### src/rtl/cpu_bus_mux_pkg.sv
// Shared definitions for the CPU bus mux: FSM states, slot-index macros, SLOT_LAT builder.
// Latency: n/a (definitions only).
// Backpressure: n/a.
// Header: BM_SLOT_* name slot indices; BM_LAT(slot, n) places n wait states in a slot's
// field of SLOT_LAT, assuming the default 4-bit LAT_W. OR the terms together and size the
// result to SLOTS*LAT_W bits at the instantiation.
`ifndef CPU_BUS_MUX_DEFS_SVH
`define CPU_BUS_MUX_DEFS_SVH
`define BM_SLOT_0  0
`define BM_SLOT_1  1
`define BM_SLOT_2  2
`define BM_SLOT_3  3
`define BM_SLOT_4  4
`define BM_SLOT_5  5
`define BM_SLOT_6  6
`define BM_SLOT_7  7
`define BM_SLOT_8  8
`define BM_SLOT_9  9
`define BM_SLOT_10 10
`define BM_SLOT_11 11
`define BM_SLOT_12 12
`define BM_SLOT_13 13
`define BM_SLOT_14 14
`define BM_SLOT_15 15
`define BM_LAT(slot, n) (64'(n) << ((slot) * 4))
`endif

package cpu_bus_mux_pkg;

    typedef enum logic [1:0] {
        BM_IDLE = 2'd0,
        BM_WAIT = 2'd1,
        BM_DONE = 2'd2
    } bm_state_t;

    // Index width that stays legal for a single-slot build.
    function automatic int idx_w(input int n);
        return (n > 1) ? $clog2(n) : 1;
    endfunction

endpackage

### src/rtl/cpu_bus_mux_priority_encoder.sv
// Priority encoder: any-hot request vector -> lowest set index plus hit flag.
// Latency: combinational, zero cycles.
// Backpressure: none; pure function of req.
// Ports: req (N bits in), idx (lowest set index out), hit (any bit set out).
module priority_encoder #(
    parameter int N     = 8,
    parameter int IDX_W = 3
) (
    input  logic [N-1:0]     req,
    output logic [IDX_W-1:0] idx,
    output logic             hit
);

    // Scan from the top down so the lowest set index is the last one written.
    always_comb begin
        idx = '0;
        hit = 1'b0;
        for (int i = N - 1; i >= 0; i--) begin
            if (req[i]) begin
                idx = IDX_W'(i);
                hit = 1'b1;
            end
        end
    end

endmodule

### src/rtl/cpu_bus_mux.sv
// CPU-side read mux / ready generator over SLOTS peripheral slots, one access at a time.
// Latency: fixed slot with n wait states completes n+1 cycles after cpu_valid; handshake slot one cycle after slot_ready.
// Backpressure: cpu_valid held until the one-cycle cpu_ready pulse; dropping it in WAIT aborts silently.
// Ports: clk/reset_n (async active-low); cpu_valid, cpu_wstrb (0 = read); slot_en, slot_ready,
// slot_read_data (packed per slot); cpu_ready, cpu_read_data (registered), cpu_bus_error, active_slot.
// Build option CPU_BUS_TIMEOUT_EN: adds the WAIT timeout counter and error reporting for
// timeouts and unmapped accesses; without it cpu_bus_error is constant 0.
module cpu_bus_mux
    import cpu_bus_mux_pkg::*;
#(
    parameter int                     SLOTS          = 8,
    parameter int                     DATA_W         = 32,
    parameter int                     LAT_W          = 4,
    parameter logic [SLOTS*LAT_W-1:0] SLOT_LAT       = '0,
    parameter logic [SLOTS-1:0]       SLOT_HANDSHAKE = '0,
    parameter logic [SLOTS-1:0]       READ_SOURCES   = '1,
    parameter int                     TIMEOUT_CYCLES = 255,
    localparam int                    IDX_W          = idx_w(SLOTS)
) (
    input  logic                    clk,
    input  logic                    reset_n,
    input  logic                    cpu_valid,
    input  logic [DATA_W/8-1:0]     cpu_wstrb,
    input  logic [SLOTS-1:0]        slot_en,
    input  logic [SLOTS-1:0]        slot_ready,
    input  logic [SLOTS*DATA_W-1:0] slot_read_data,
    output logic                    cpu_ready,
    output logic [DATA_W-1:0]       cpu_read_data,
    output logic                    cpu_bus_error,
    output logic [IDX_W-1:0]        active_slot
);

`ifdef CPU_BUS_TIMEOUT_EN
    localparam int               TO_W          = $clog2(TIMEOUT_CYCLES + 1);
    localparam logic [DATA_W-1:0] UNMAPPED_DATA = '1;
`else
    localparam logic [DATA_W-1:0] UNMAPPED_DATA = '0;
`endif

    bm_state_t        state;
    logic [LAT_W-1:0] wait_cnt;
`ifdef CPU_BUS_TIMEOUT_EN
    logic [TO_W-1:0]  to_cnt;
`endif

    logic [IDX_W-1:0]  enc_idx;
    logic              enc_hit;
    logic [IDX_W-1:0]  cur_slot;
    logic              cur_hs;
    logic [LAT_W-1:0]  cur_lat;
    logic [DATA_W-1:0] cur_rdata;
    logic              cur_done;
    logic              is_read;

    priority_encoder #(
        .N     (SLOTS),
        .IDX_W (IDX_W)
    ) u_enc (
        .req (slot_en),
        .idx (enc_idx),
        .hit (enc_hit)
    );

    // In IDLE the decoder picks the slot; afterwards the latched slot rules, so slot_en
    // wiggling during WAIT cannot redirect the access.
    always_comb begin
        cur_slot  = (state == BM_IDLE) ? enc_idx : active_slot;
        cur_hs    = SLOT_HANDSHAKE[cur_slot];
        cur_lat   = SLOT_LAT[cur_slot*LAT_W +: LAT_W];
        cur_rdata = READ_SOURCES[cur_slot] ? slot_read_data[cur_slot*DATA_W +: DATA_W] : '0;
        is_read   = (cpu_wstrb == '0);
        if (cur_hs) begin
            cur_done = slot_ready[cur_slot];
        end else if (state == BM_IDLE) begin
            cur_done = (cur_lat == '0);
        end else begin
            cur_done = (wait_cnt == '0);
        end
    end

    always_ff @(posedge clk or negedge reset_n) begin
        if (!reset_n) begin
            state         <= BM_IDLE;
            wait_cnt      <= '0;
            active_slot   <= '0;
            cpu_ready     <= 1'b0;
            cpu_read_data <= '0;
`ifdef CPU_BUS_TIMEOUT_EN
            to_cnt        <= '0;
            cpu_bus_error <= 1'b0;
`endif
        end else begin
            cpu_ready <= 1'b0;
`ifdef CPU_BUS_TIMEOUT_EN
            cpu_bus_error <= 1'b0;
`endif
            case (state)
                BM_IDLE: begin
                    if (cpu_valid && enc_hit) begin
                        active_slot <= enc_idx;
                        if (cur_done) begin
                            if (is_read) cpu_read_data <= cur_rdata;
                            cpu_ready <= 1'b1;
                            state     <= BM_DONE;
                        end else begin
                            // Fixed slot with n wait states: n-1 here, then count down to 0.
                            wait_cnt <= cur_hs ? '0 : cur_lat - 1'b1;
`ifdef CPU_BUS_TIMEOUT_EN
                            to_cnt   <= '0;
`endif
                            state    <= BM_WAIT;
                        end
                    end else if (cpu_valid) begin
                        cpu_read_data <= UNMAPPED_DATA;
                        cpu_ready     <= 1'b1;
`ifdef CPU_BUS_TIMEOUT_EN
                        cpu_bus_error <= 1'b1;
`endif
                        state         <= BM_DONE;
                    end
                end
                BM_WAIT: begin
                    if (!cpu_valid) begin
                        state <= BM_IDLE;
                    end else if (cur_done) begin
                        if (is_read) cpu_read_data <= cur_rdata;
                        cpu_ready <= 1'b1;
                        state     <= BM_DONE;
                    end else begin
                        if (!cur_hs) wait_cnt <= wait_cnt - 1'b1;
`ifdef CPU_BUS_TIMEOUT_EN
                        // Counter holds completed WAIT cycles; this is the last allowed one.
                        if (to_cnt == TO_W'(TIMEOUT_CYCLES - 1)) begin
                            cpu_read_data <= '1;
                            cpu_ready     <= 1'b1;
                            cpu_bus_error <= 1'b1;
                            state         <= BM_DONE;
                        end else begin
                            to_cnt <= to_cnt + 1'b1;
                        end
`endif
                    end
                end
                // cpu_valid is deliberately ignored here so a held request is not completed twice.
                BM_DONE: state <= BM_IDLE;
                default: state <= BM_IDLE;
            endcase
        end
    end

`ifndef CPU_BUS_TIMEOUT_EN
    assign cpu_bus_error = 1'b0;
`endif

endmodule
### config.mk
export PLATFORM = sky130hd
export DESIGN_NAME = cpu_bus_mux
export DESIGN_NICKNAME = d
export VERILOG_FILES = /design/src/rtl/cpu_bus_mux_pkg.sv /design/src/rtl/cpu_bus_mux_priority_encoder.sv /design/src/rtl/cpu_bus_mux.sv
export SDC_FILE = /design/constraint.sdc
export NUM_CORES = 1
export LEC_CHECK = 0
export ABC_CLOCK_PERIOD_IN_PS = 3200
export BUFFER_PORTS_ARGS = -buffer_cell sky130_fd_sc_hd__buf_2
export CELL_PAD_IN_SITES_DETAIL_PLACEMENT = 1
export CELL_PAD_IN_SITES_GLOBAL_PLACEMENT = 1
export CORE_ASPECT_RATIO = 0.8
export CORE_MARGIN = 3
export CORE_UTILIZATION = 30
export DETAILED_ROUTE_END_ITERATION = 8
export PLACE_DENSITY_LB_ADDON = 0.1
export SKIP_LAST_GASP = 1
export SLEW_MARGIN = 20
export SYNTH_ARGS = -nofsm -noshare
export SYNTH_HDL_FRONTEND = slang
export SYNTH_SLANG_ARGS = --single-unit
### constraint.sdc
create_clock -name clk -period 3.2 [get_ports clk]
set_clock_uncertainty 0.05 [all_clocks]
set_input_delay 0.16 -clock clk [delete_from_list [all_inputs] [get_ports clk]]
set_output_delay 0.16 -clock clk [all_outputs]
set_load 0.1 [all_outputs]
==> summary.txt <==
STA
  – Finish-stage setup viols: 0
  – Pins Over Slew Limit: 0
  – Max-slew headroom: about 25%
  – Slew @ Worst Pin: between 1 and 1.5 ns
  – Final min period: ~3 ns
  – FMAX: around 330 MHz
  – RSZ-0062 raised after global routing: false
  – Final period util: 93.3%
  – Final hold vios: 0
  – Setup TNS Final: 0 ns

Power
  – Sequential power share: 21.7%
  – Clk pwr share: between 10% and 20%
  – Combinational power share: between 60% and 70%
  – Lkg Pwr: approximately 3.5 nW
  – Maximum vdd drop: between 0.00015 and 0.0002 V
  – Internal Power: 0.00151 W
  – Sw frac: about 56%
  – Power density cells: 471 nW/um^2
  – Psw: 0.00193 W

Setup path
  – Critical Path RT: roughly 3.3 ns
  – WP data arrival: a little over 3 ns
  – Crit-path max FO: 17
  – CP startpoint: state[0]$_DFFE_PN0P_
  – Worst Setup End Kind: register
  – CP Capture Point: cpu_read_data[25]$_DFFE_PN0P_
  – Crit Path Class: reg2reg
  – Worst R2R End: cpu_read_data[25]$_DFFE_PN0P_
  – CP startpoint kind: register
  – Internal reg-to-reg setup slack: 0.21 ns
  – Worst R2R Path Depth: 6
  – Reg2reg start: state[0]$_DFFE_PN0P_

Floorplanning
  – Width of the die: 155 um
  – Num rows: 42
  – Core area: approximately 17000 sq um
  – Die area: between 15000 and 20000 sq um
  – Initial Util: 31.4%
  – # IOs: about 320
  – Die Span Y: between 100 and 150 um

Logic synthesis
  – Register area share after synthesis: between 10% and 20%
  – Ys Warns: 0
  – Share of the synthesized area in the top cell type: between 10% and 20%
  – Top cells by area, synth: dfrtp_1 (20%), a221oi_1 (11%), nand3_1 (7.8%), o21ai_0 (6.6%), a21oi_1 (5.0%)
  – EDFF count, synth: 0
  – Synth unique cells: between 40 and 50
  – Post-Syn Instances: 736
  – Syn avg cell area: slightly above 7 sq um
  – Largest area contributor in the netlist: dfrtp_1
  – Primary FF master, synth: dfrtp_1
  – Post-synthesis register bit count: 42
  – Post-Syn Nets: roughly 1k
  – Async SR Flop Fraction: 100%
  – Synthesized cell area: approximately 5300 sq um

Final layout
  – Final nets: 1286
  – Multi-input logic area: ~3800 sq um
  – Share of cells above drive strength 1: between 30% and 40%
  – Layout filler cell count: 2193
  – Area delta synth->final: 37.8%
  – Post-layout util: between 40% and 50%
  – Reg area: 1050 sq um
  – Fin cells: 1231

Worst hold path
  – Hold Crit Class: in2reg

Clock network
  – CTS tree: built
  – CTS resizes: 0
  – Max clock buf depth: 2
  – Clk sinks: 42
  – Worst-skew pair later-pin latency: ~0.29 ns
  – TritonCTS buffer count: 5
  – Root Driver: clkbuf_16
  – H-tree depth: 2
  – Post-CTS setup buffers: 0
  – CTS clk-pin slew, worst paths: approximately 0.070 ns

Global route
  – Gr usage total: around 27%
  – First-pass GRT wire length: approximately 42000 um
  – Global-route track usage on met3: roughly 4.7%
  – M1 GR Usage: about two fifths
  – Met2 track demand over resource: a little over two fifths
  – Grt ovf: 0
  – Global routing's busiest layer: met2
  – Vias in the first global route: between 7k and 8k
  – Largest net degree at the start of global routing: a little under 50
  – Initial antenna violation count: 4

Drt
  – Vias/cell: roughly 6.0
  – 1st-pass router iterations: 5
  – First DRT Iteration DRCs: 485
  – Final ANT Viol Nets: 0
  – Routed len/inst: 22.7 um
  – DRC Markers: 0
  – Post-Route WL: between 20000 and 30000 um
  – Vias: around 7.4k

Place
  – GP Congestion: approximately 0.89
  – DP HPWL: between 20000 and 25000 um
  – Port-buffer cells: about 300
  – Cell count after placement: between 1k and 1.5k

Run
  – Maximum capacitance violations: 0

Status
  – Outcome: completed
==> state kept, by name, indices dropped and copies added (netlist names) <==
| register | flops |
|---|---|
| cpu_ready | 1 |
| active_slot | 3 |
| cpu_read_data | 32 |
| wait_cnt | 4 |
| state | 2 |
==> critical path, cell delays in order, from the launching register on <==
cell and delay (ns):
dfrtp_1 0.47, or3_1 0.45, buf_4 0.23, nor2_1 0.85
o221ai_1 0.39, a32oi_1 0.31, o21ai_1 0.09
==> kinds of logic after synthesis <==
logic type / count (synthesis) / synth area share [%]
flip-flops: 42 / 19.8
adder cells (fa/ha/maj): 1 / 0.236
buffers and inverters: 120 / 9.50
AO/OA/AOI/OAI: 347 / 45.2
other: 1 / 0.0707
multiplexers: 32 / 6.41
AND/OR/NAND/NOR: 191 / 18.4
XOR/XNOR: 2 / 0.330
==> synth_stat cells, drive strengths merged, types with 2 or more instances <==
master and n:
nand3 83, dfrtp 42, mux2i 16, clkbuf 61, nor4 2, or2 2, a211o 16, and2 18
o221ai 16, o21ai 87, and3 16, inv 34, a32oi 16, a31oi 19, or4 3, o211ai 33
nor2b 4, a21oi 53, a211oi 17, nand2b 2, o31ai 2, a221oi 65, mux2 16, a21o 17
nand2 42, nor3 5, nor2 12, buf 25
==> routing by layer <==
metal / wire [um] / up-vias
li1: - / 3425
met1: 13100 / 3609
met2: 12500 / 301
met3: 2160 / 21
met4: 208 / 4
met5: 23 / -
==> repair_timing <==
action	in CTS	in global routing
hold endpoints to repair	0	42
hold buffers	0	1
endpoints found under the setup margin	0	0
==> per-stage QoR <==
step	instance area, sq um	hold slack, ns	power (W)	setup WS [ns]
3_3_place_gp	7140	0.365	0.00289	0.275
3_5_place_dp	7140	0.366	0.00290	0.230
5_1_grt	7300	0.155	0.00361	0.0861
2_1_floorplan	5310	-0.186	0.00228	0.508
4_1_cts	7290	0.0380	0.00345	0.232
6_report	7310	0.129	0.00344	0.213
==> cell type report <==
type                       count  share of cell area (%)
clock inverter                 3                   0.342
multi-input combinational    574                    52.3
tap                          220                    3.77
antenna                        4                   0.137
timing repair buffer         349                    25.6
inverter                      34                    1.75
sequential                    42                    14.4
clock buffer                   5                    1.71
==> placed cells by master, fill, tap and decap left out, drive strengths merged, types with 3 or more instances in the layout <==
master,count
a211o,16
a211oi,17
a21o,17
a21oi,53
a221oi,65
a31oi,19
a32oi,16
and2,18
and3,16
buf,348
clkbuf,5
dfrtp,42
diode,4
inv,35
mux2,16
mux2i,16
nand2,42
nand3,83
nor2,12
nor2b,4
nor3,5
o211ai,33
o21ai,87
o221ai,16
or4,3
==> power groups by stage <==
stage | registers (W) | logic, W | clock network [W]
6_report | 0.000745 | 0.00216 | 0.000537
5_1_grt | 0.000762 | 0.00228 | 0.000572
4_1_cts | 0.000745 | 0.00216 | 0.000550
3_3_place_gp | 0.000752 | 0.00214 | 0
2_1_floorplan | 0.00163 | 0.000655 | 0
3_5_place_dp | 0.000754 | 0.00215 | 0
==> worst min path at each step <==
| stage | startpoint | endpoint | cells after the start |
|---|---|---|---|
| final | cpu_valid | active_slot[2]$_DFFE_PN0P_ | 2 |
| after detailed placement | reset_n | cpu_read_data[1]$_DFFE_PN0P_ | 1 |
| after CTS | reset_n | cpu_read_data[1]$_DFFE_PN0P_ | 1 |
| after floorplan | reset_n | active_slot[0]$_DFFE_PN0P_ | 0 |
| after global placement | reset_n | active_slot[1]$_DFFE_PN0P_ | 1 |
| after global routing | cpu_valid | active_slot[2]$_DFFE_PN0P_ | 2 |
No activity file was read; power rests on OpenSTA's default activity.
